<file path="config.mk">
export PLATFORM = sky130hd
export DESIGN_NAME = sdiomux_bank
export DESIGN_NICKNAME = d
export VERILOG_FILES = /design/src/rtl/sdiomux_bank.sv
export SDC_FILE = /design/constraint.sdc
export NUM_CORES = 1
export LEC_CHECK = 0
export BUFFER_PORTS_ARGS = -buffer_cell sky130_fd_sc_hd__buf_2
export CORE_ASPECT_RATIO = 1.2
export CORE_MARGIN = 5
export CORE_UTILIZATION = 53
export CTS_CLUSTER_SIZE = 8
export DETAILED_ROUTE_END_ITERATION = 12
export GPL_TIMING_DRIVEN = 0
export PLACE_DENSITY = 0.85
export SYNTH_ARGS = -nofsm -noshare
export SYNTH_HDL_FRONTEND = slang
export SYNTH_SLANG_ARGS = --single-unit
</file>
<file path="constraint.sdc">
create_clock -name QCK -period 2 [get_ports QCK]
set_clock_uncertainty 0.1 [all_clocks]
set_input_delay 0.3 -clock QCK [delete_from_list [all_inputs] [get_ports QCK]]
set_output_delay 0.3 -clock QCK [all_outputs]
set_load 0.1 [all_outputs]
</file>
<file path="src/rtl/sdiomux_bank.sv">
// sdiomux_bank: multi-channel pad interface bank.
// Each input channel runs pad -> synchroniser -> glitch filter -> active-low gate,
// with edge-detect pulses. Each output channel is an optionally registered,
// active-low gated pad driver.
// Optional feature macro: SDIOMUX_BANK_LOOPBACK_EN adds a LOOPBACK port that
// feeds O_PAD back into the synchronisers in place of I_PAD.
module sdiomux_bank #(
  parameter int unsigned WIDTH         = 4,
  parameter int unsigned SYNC_STAGES   = 2,
  parameter int unsigned FILTER_CYCLES = 3,
  parameter int unsigned OUT_REG       = 1
) (
  input  logic             QCK,
  input  logic             QRT,
`ifdef SDIOMUX_BANK_LOOPBACK_EN
  input  logic             LOOPBACK,
`endif
  input  logic [WIDTH-1:0] I_PAD,
  input  logic [WIDTH-1:0] I_EN,
  output logic [WIDTH-1:0] I_DAT,
  output logic [WIDTH-1:0] I_RISE,
  output logic [WIDTH-1:0] I_FALL,
  input  logic [WIDTH-1:0] O_DAT,
  input  logic [WIDTH-1:0] O_EN,
  output logic [WIDTH-1:0] O_PAD
);

  logic [WIDTH-1:0]                  sync_src;
  logic [SYNC_STAGES-1:0][WIDTH-1:0] sync_q;
  logic [WIDTH-1:0]                  sync;
  logic [WIDTH-1:0]                  filt;
  logic [WIDTH-1:0]                  prev_q;

  // Synchroniser source selection
`ifdef SDIOMUX_BANK_LOOPBACK_EN
  assign sync_src = LOOPBACK ? O_PAD : I_PAD;
`else
  assign sync_src = I_PAD;
`endif

  // Multi-stage synchroniser shifting the pad level into the QCK domain
  always_ff @(posedge QCK or posedge QRT) begin
    if (QRT) begin
      sync_q <= '0;
    end else begin
      sync_q[0] <= sync_src;
      for (int k = 1; k < int'(SYNC_STAGES); k++) begin
        sync_q[k] <= sync_q[k-1];
      end
    end
  end

  assign sync = sync_q[SYNC_STAGES-1];

  if (FILTER_CYCLES > 0) begin : g_filt
    localparam int unsigned CNT_W = $clog2(FILTER_CYCLES + 1);
    localparam logic [CNT_W-1:0] CNT_LAST = CNT_W'(FILTER_CYCLES - 1);

    logic [WIDTH-1:0][CNT_W-1:0] cnt_q;
    logic [WIDTH-1:0][CNT_W-1:0] cnt_d;
    logic [WIDTH-1:0]            filt_q;
    logic [WIDTH-1:0]            filt_d;

    // Persistence counter: a new level is accepted only after FILTER_CYCLES
    // consecutive edges of disagreement; any agreement restarts the count
    always_comb begin
      cnt_d  = cnt_q;
      filt_d = filt_q;
      for (int i = 0; i < int'(WIDTH); i++) begin
        if (sync[i] != filt_q[i]) begin
          if (cnt_q[i] == CNT_LAST) begin
            filt_d[i] = sync[i];
            cnt_d[i]  = '0;
          end else begin
            cnt_d[i] = cnt_q[i] + CNT_W'(1);
          end
        end else begin
          cnt_d[i] = '0;
        end
      end
    end

    // Filter state registers
    always_ff @(posedge QCK or posedge QRT) begin
      if (QRT) begin
        cnt_q  <= '0;
        filt_q <= '0;
      end else begin
        cnt_q  <= cnt_d;
        filt_q <= filt_d;
      end
    end

    assign filt = filt_q;
  end else begin : g_nofilt
    assign filt = sync;
  end

  // Previous filtered level for edge detection
  always_ff @(posedge QCK or posedge QRT) begin
    if (QRT) begin
      prev_q <= '0;
    end else begin
      prev_q <= filt;
    end
  end

  // Active-low input gate and masked edge pulses
  assign I_DAT  = filt & ~I_EN;
  assign I_RISE = filt & ~prev_q & ~I_EN;
  assign I_FALL = ~filt & prev_q & ~I_EN;

  if (OUT_REG != 0) begin : g_oreg
    logic [WIDTH-1:0] o_dat_q;
    logic [WIDTH-1:0] o_en_q;

    // Output data/enable retiming; enable resets to the disabled (high) state
    always_ff @(posedge QCK or posedge QRT) begin
      if (QRT) begin
        o_dat_q <= '0;
        o_en_q  <= '1;
      end else begin
        o_dat_q <= O_DAT;
        o_en_q  <= O_EN;
      end
    end

    assign O_PAD = o_dat_q & ~o_en_q;
  end else begin : g_ocomb
    assign O_PAD = O_DAT & ~O_EN;
  end

endmodule

</file>
**Word level (Yosys, flattened, before mapping)**

Cells that the tools add are included.

- Word-level logic and storage cells: 47
- Output and inout port bits: 16
- Bits in registers: 32
- Bits of input ports: 18

- Add/sub/neg operators: 4
- Bitwise gates (word level): 10
- Mux-type cells: 8
- Equal/unequal tests: 8
- Reduce and logical (&&, ||, !) cells: 4

Operators by type and width:

| cell | number |
|---|---|
| 4-bit bitwise AND | 6 |
| 2-bit 2-to-1 mux | 8 |
| 4-bit inverter | 4 |
| 2-bit by 1-bit adder with 2-bit output (second input constant) | 4 |
| 2-bit equality test (second input constant) | 4 |
| 2-bit AND reduction | 4 |
| 1-bit inequality test | 4 |

**Longest topological paths before layout**

- Depth in word-level cells: 3
- Depth in mapped cells: 2
- Depth with buffers taken out: 2

**Worst setup path before layout**

No wires, ideal clock.

- Path kind: register to output
- From: register g_filt.filt_q[3] (netlist: filt[3])
- To: output I_FALL[3]
- Data required time: 1.600 ns
- Setup slack: -1.032 ns
- Cell stages (with the launch flop): 2
- Data arrival time: 2.632 ns
- Cell sequence: dfrtp_1 > nor3b_1

- Cells in the longest elaborated chain, start to end: 3

RTL lines:

| element | RTL line | RTL |
|---|---|---|
| start: declaration | 61 | `logic [WIDTH-1:0] filt_q;` |
| start signal: assignment | 90 | `filt_q <= filt_d;` |
| 4-bit inverter | 111 | `assign I_FALL = ~filt & prev_q & ~I_EN;` |
| 4-bit bitwise AND (2 in a row) | 111 |  |
| end: declaration | 22 | `output logic [WIDTH-1:0] I_FALL,` |

Every way passes these cells.

**Worst setup path after layout**

- From: register g_filt.filt_q[3] (netlist: filt[3])
- To: output I_RISE[3]

- Cells in the longest elaborated chain, start to end: 2

RTL lines:

| element | RTL line | RTL |
|---|---|---|
| 4-bit bitwise AND (2 in a row) | 110 | `assign I_RISE = filt & ~prev_q & ~I_EN;` |
| end: declaration | 21 | `output logic [WIDTH-1:0] I_RISE,` |

Every way passes these cells.

==> impl_metrics.ini <==
[status]
status = finished, final reports clean

[job]
max_cap_violations = 0

[timing]
fmax_ghz = 0.530
finalMaxSlewViolations = 0
layout_worst_path_cycle_share_pct = 94.4
fin_ws_ns = 0.113
max_slew.worst_pin.slew_ns = 1.12
hold_violations = 0
min_cycle_time_layout_ns = 1.89
rsz0062_at_grt = false
max_slew_margin_pct = 25.0
setup_viol = 0

[route]
met1_length_microns = 673
initialDrtViolationCount = 5
drt_wl_total_microns = 1930
route.detailed.vias_per_inst = 4.67
detail_route.first_pass.iterations = 2
detailroute.via_count = 710
routed-wl-met2_microns = 1070
met3WireLength_microns = 155
routed.top_layer = met4
final_antenna_net_count = 0
detail_route.wl_per_cell_microns = 12.7
drc = 0

[clock_network]
postCtsSetupRepairBufs = 0
clock_sink_count = 32
clock_tree.buffer_depth = 2
number_of_buffers_added_by_the_clock_tree_synthesis_step = 5
htree_num_levels = 2
worstSkewPairLatency_ns = 0.33
clkTransAtPathRegs_ns = 0.09
clock_tree_from_tritoncts = yes
ctsRootBufferMaster = sky130_fd_sc_hd__clkbuf_4

[synthesis]
syn_inst = 69
syn_nets = 87
yosys_register_bits = 32
syn-mean-instance-area_sq_um = 16.6
yosysSeqAreaShare_pct = 70.4
synth.yosys.warnings = 0
syn-cell-area_sq_um = 1140
yosys.cell_types.count = 11

[grt]
grt_pass1_vias = 784
pin_count_of_the_biggest_net_entering_global_routing = 33
globalRouteTotalUtil_pct = 15.4
grt_first_pass_wirelength_microns = 3330
antenna_violations_before_repair = 0
gr-total-overflow = 0

[critical_path]
category_of_the_worst_setup_path_launch_point = register
crit_arrival_ns = 1.49
worst_r2r_endpoint = filt[3]
crit-reg2reg-launch = g_filt.cnt_q[7]
timing.reg2reg.setup_slack_ns = 0.92
timing_worst_setup_path_type = register to output port
crit_start = filt[3]
critical_path_peak_fanout = 5
endpoint_kind = output port
worst_ep_required_time_ns = 1.60
worst_r2r_path_depth = 2

[finish]
utilization_pct = 77.0
post_route_cells_drive_above_1_share_pct = 58.2
num-nets-final = 139
fillCellCount = 136
flow.area_growth_from_synthesis_pct = 39.3
final_cell_area_sq_um = 1600
antenna_fix_cells = 0

[die]
floorplan.io_pins = 34
dieWidth_microns = 52.4
coreArea_sq_um = 2070
floorplan.die.height_microns = 60.9
die-area_sq_um = 3190
initial_utilization_pct = 55.3
rows = 18

[place]
placement.io_buffers = 33
post-place-ws_ns = 0.429
dpl_cell_area_sq_um = 1410
place_congestion = 0.661
dp_hpwl_microns = 1300

[power]
clockPowerShare_pct = 15.5
standby_leakage_power_nw = 0.757
power.switching_mw = 1.05
switching_share_pct = 44.1
p_per_area_nw_per_um2 = 1500
internal-power_mw = 1.33
share_seq_of_total_power_pct = 42.2
combPwrFrac_pct = 42.3
ir_drop_mv = 0.931

[min_path]
type_of_the_most_critical_hold_path = input port to asynchronous set/reset pin
## flip-flops by register name (all words and copies together) (netlist names)
name,cells
filt,4
g_filt.cnt_q,8
g_oreg.o_dat_q,4
g_oreg.o_en_q,4
prev_q,4
sync,4
sync_q,4
## per-stage QoR
| step | hold slack [ns] | cells | setup TNS, ns | power [mW] |
|---|---|---|---|---|
| 5_1_grt | 0.242 | 152 | 0 | 2.51 |
| 6_report | 0.152 | 152 | 0 | 2.39 |
| 3_5_place_dp | 0.236 | 132 | 0 | 2.02 |
| 4_1_cts | 0.174 | 152 | 0 | 2.42 |
| 3_3_place_gp | 0.233 | 132 | 0 | 1.97 |
| 2_1_floorplan | 0.204 | 69 | -0.0975 | 1.87 |
## power groups by stage
stage               clock, mW  combinational (mW)  sequential, mW
CTS                     0.390                1.02            1.01
detailed placement          0               0.999            1.02
global route            0.411                1.06            1.04
finish                  0.370                1.01            1.01
global placement            0               0.972           0.998
floorplan                   0               0.890           0.982
## worst max-delay path, stage by stage, from the launching register on
cell,delay [ns]
sky130_fd_sc_hd__dfrtp_1,0.44
sky130_fd_sc_hd__and2b_2,0.18
sky130_fd_sc_hd__nor2b_4,0.12
sky130_fd_sc_hd__buf_2,0.42
## final cells by class
cell class | instances | area (sq um) | share of cell area [%]
flip-flops and latches | 32 | 806 | 50.5
multi-input cells | 36 | 402 | 25.2
repair buffers | 45 | 288 | 18.0
clock buffers | 8 | 58.8 | 3.69
well taps | 30 | 37.5 | 2.35
inverters | 1 | 3.75 | 0.235
## placed cells by master, fill, tap and decap left out, drive strengths merged
| master | synthesis | routed |
|---|---|---|
| and2b | 4 | 4 |
| clkbuf | 0 | 9 |
| nor3b | 8 | 8 |
| nor2b | 12 | 12 |
| dfstp | 4 | 4 |
| xnor2 | 4 | 4 |
| dlygate4sd3 | 0 | 12 |
| mux2 | 4 | 4 |
| buf | 0 | 32 |
| dfrtp | 28 | 28 |
| inv | 1 | 1 |
| nor3 | 4 | 4 |
## logic make-up after synthesis
kind of cell,share of synthesized area [%]
buffers and inverters,0.328
AND/OR/NAND/NOR,21.0
multiplexers,5.25
flip-flops,70.4
XOR/XNOR,3.06
## routing by layer
metal	up-vias	track usage, %
met3	3	6.88
met1	345	14.7
met4	0	7.66
li1	332	-
met5	-	0
met2	30	27.8
## how the worst max path moves through the flow
stage	to	slack (ns)	cells after the start
after detailed placement	I_RISE[0]	0.43	3
after CTS	I_RISE[0]	0.04	3
after floorplan	I_FALL[3]	-0.05	1
after global placement	I_RISE[0]	0.45	4
after global routing	I_RISE[3]	0.0009	3
final	I_RISE[3]	0.11	3
## synthesized netlist by cell type, drive strengths merged
| cell type | number | area share (%) |
|---|---|---|
| mux2 | 4 | 5.2 |
| xnor2 | 4 | 3.1 |
| nor3 | 4 | 1.7 |
| dfstp | 4 | 9.2 |
| nor3b | 8 | 7.0 |
| dfrtp | 28 | 61 |
| inv | 1 | 0.33 |
| and2b | 4 | 3.1 |
| nor2b | 12 | 9.2 |
## what timing repair did
item | CTS | global route
hold buffers | 12 | 0
setup endpoints to repair | 0 | 1
resized for setup | 0 | 1
hold endpoints to repair | 12 | 0
Power figures use the tool's default switching activity.
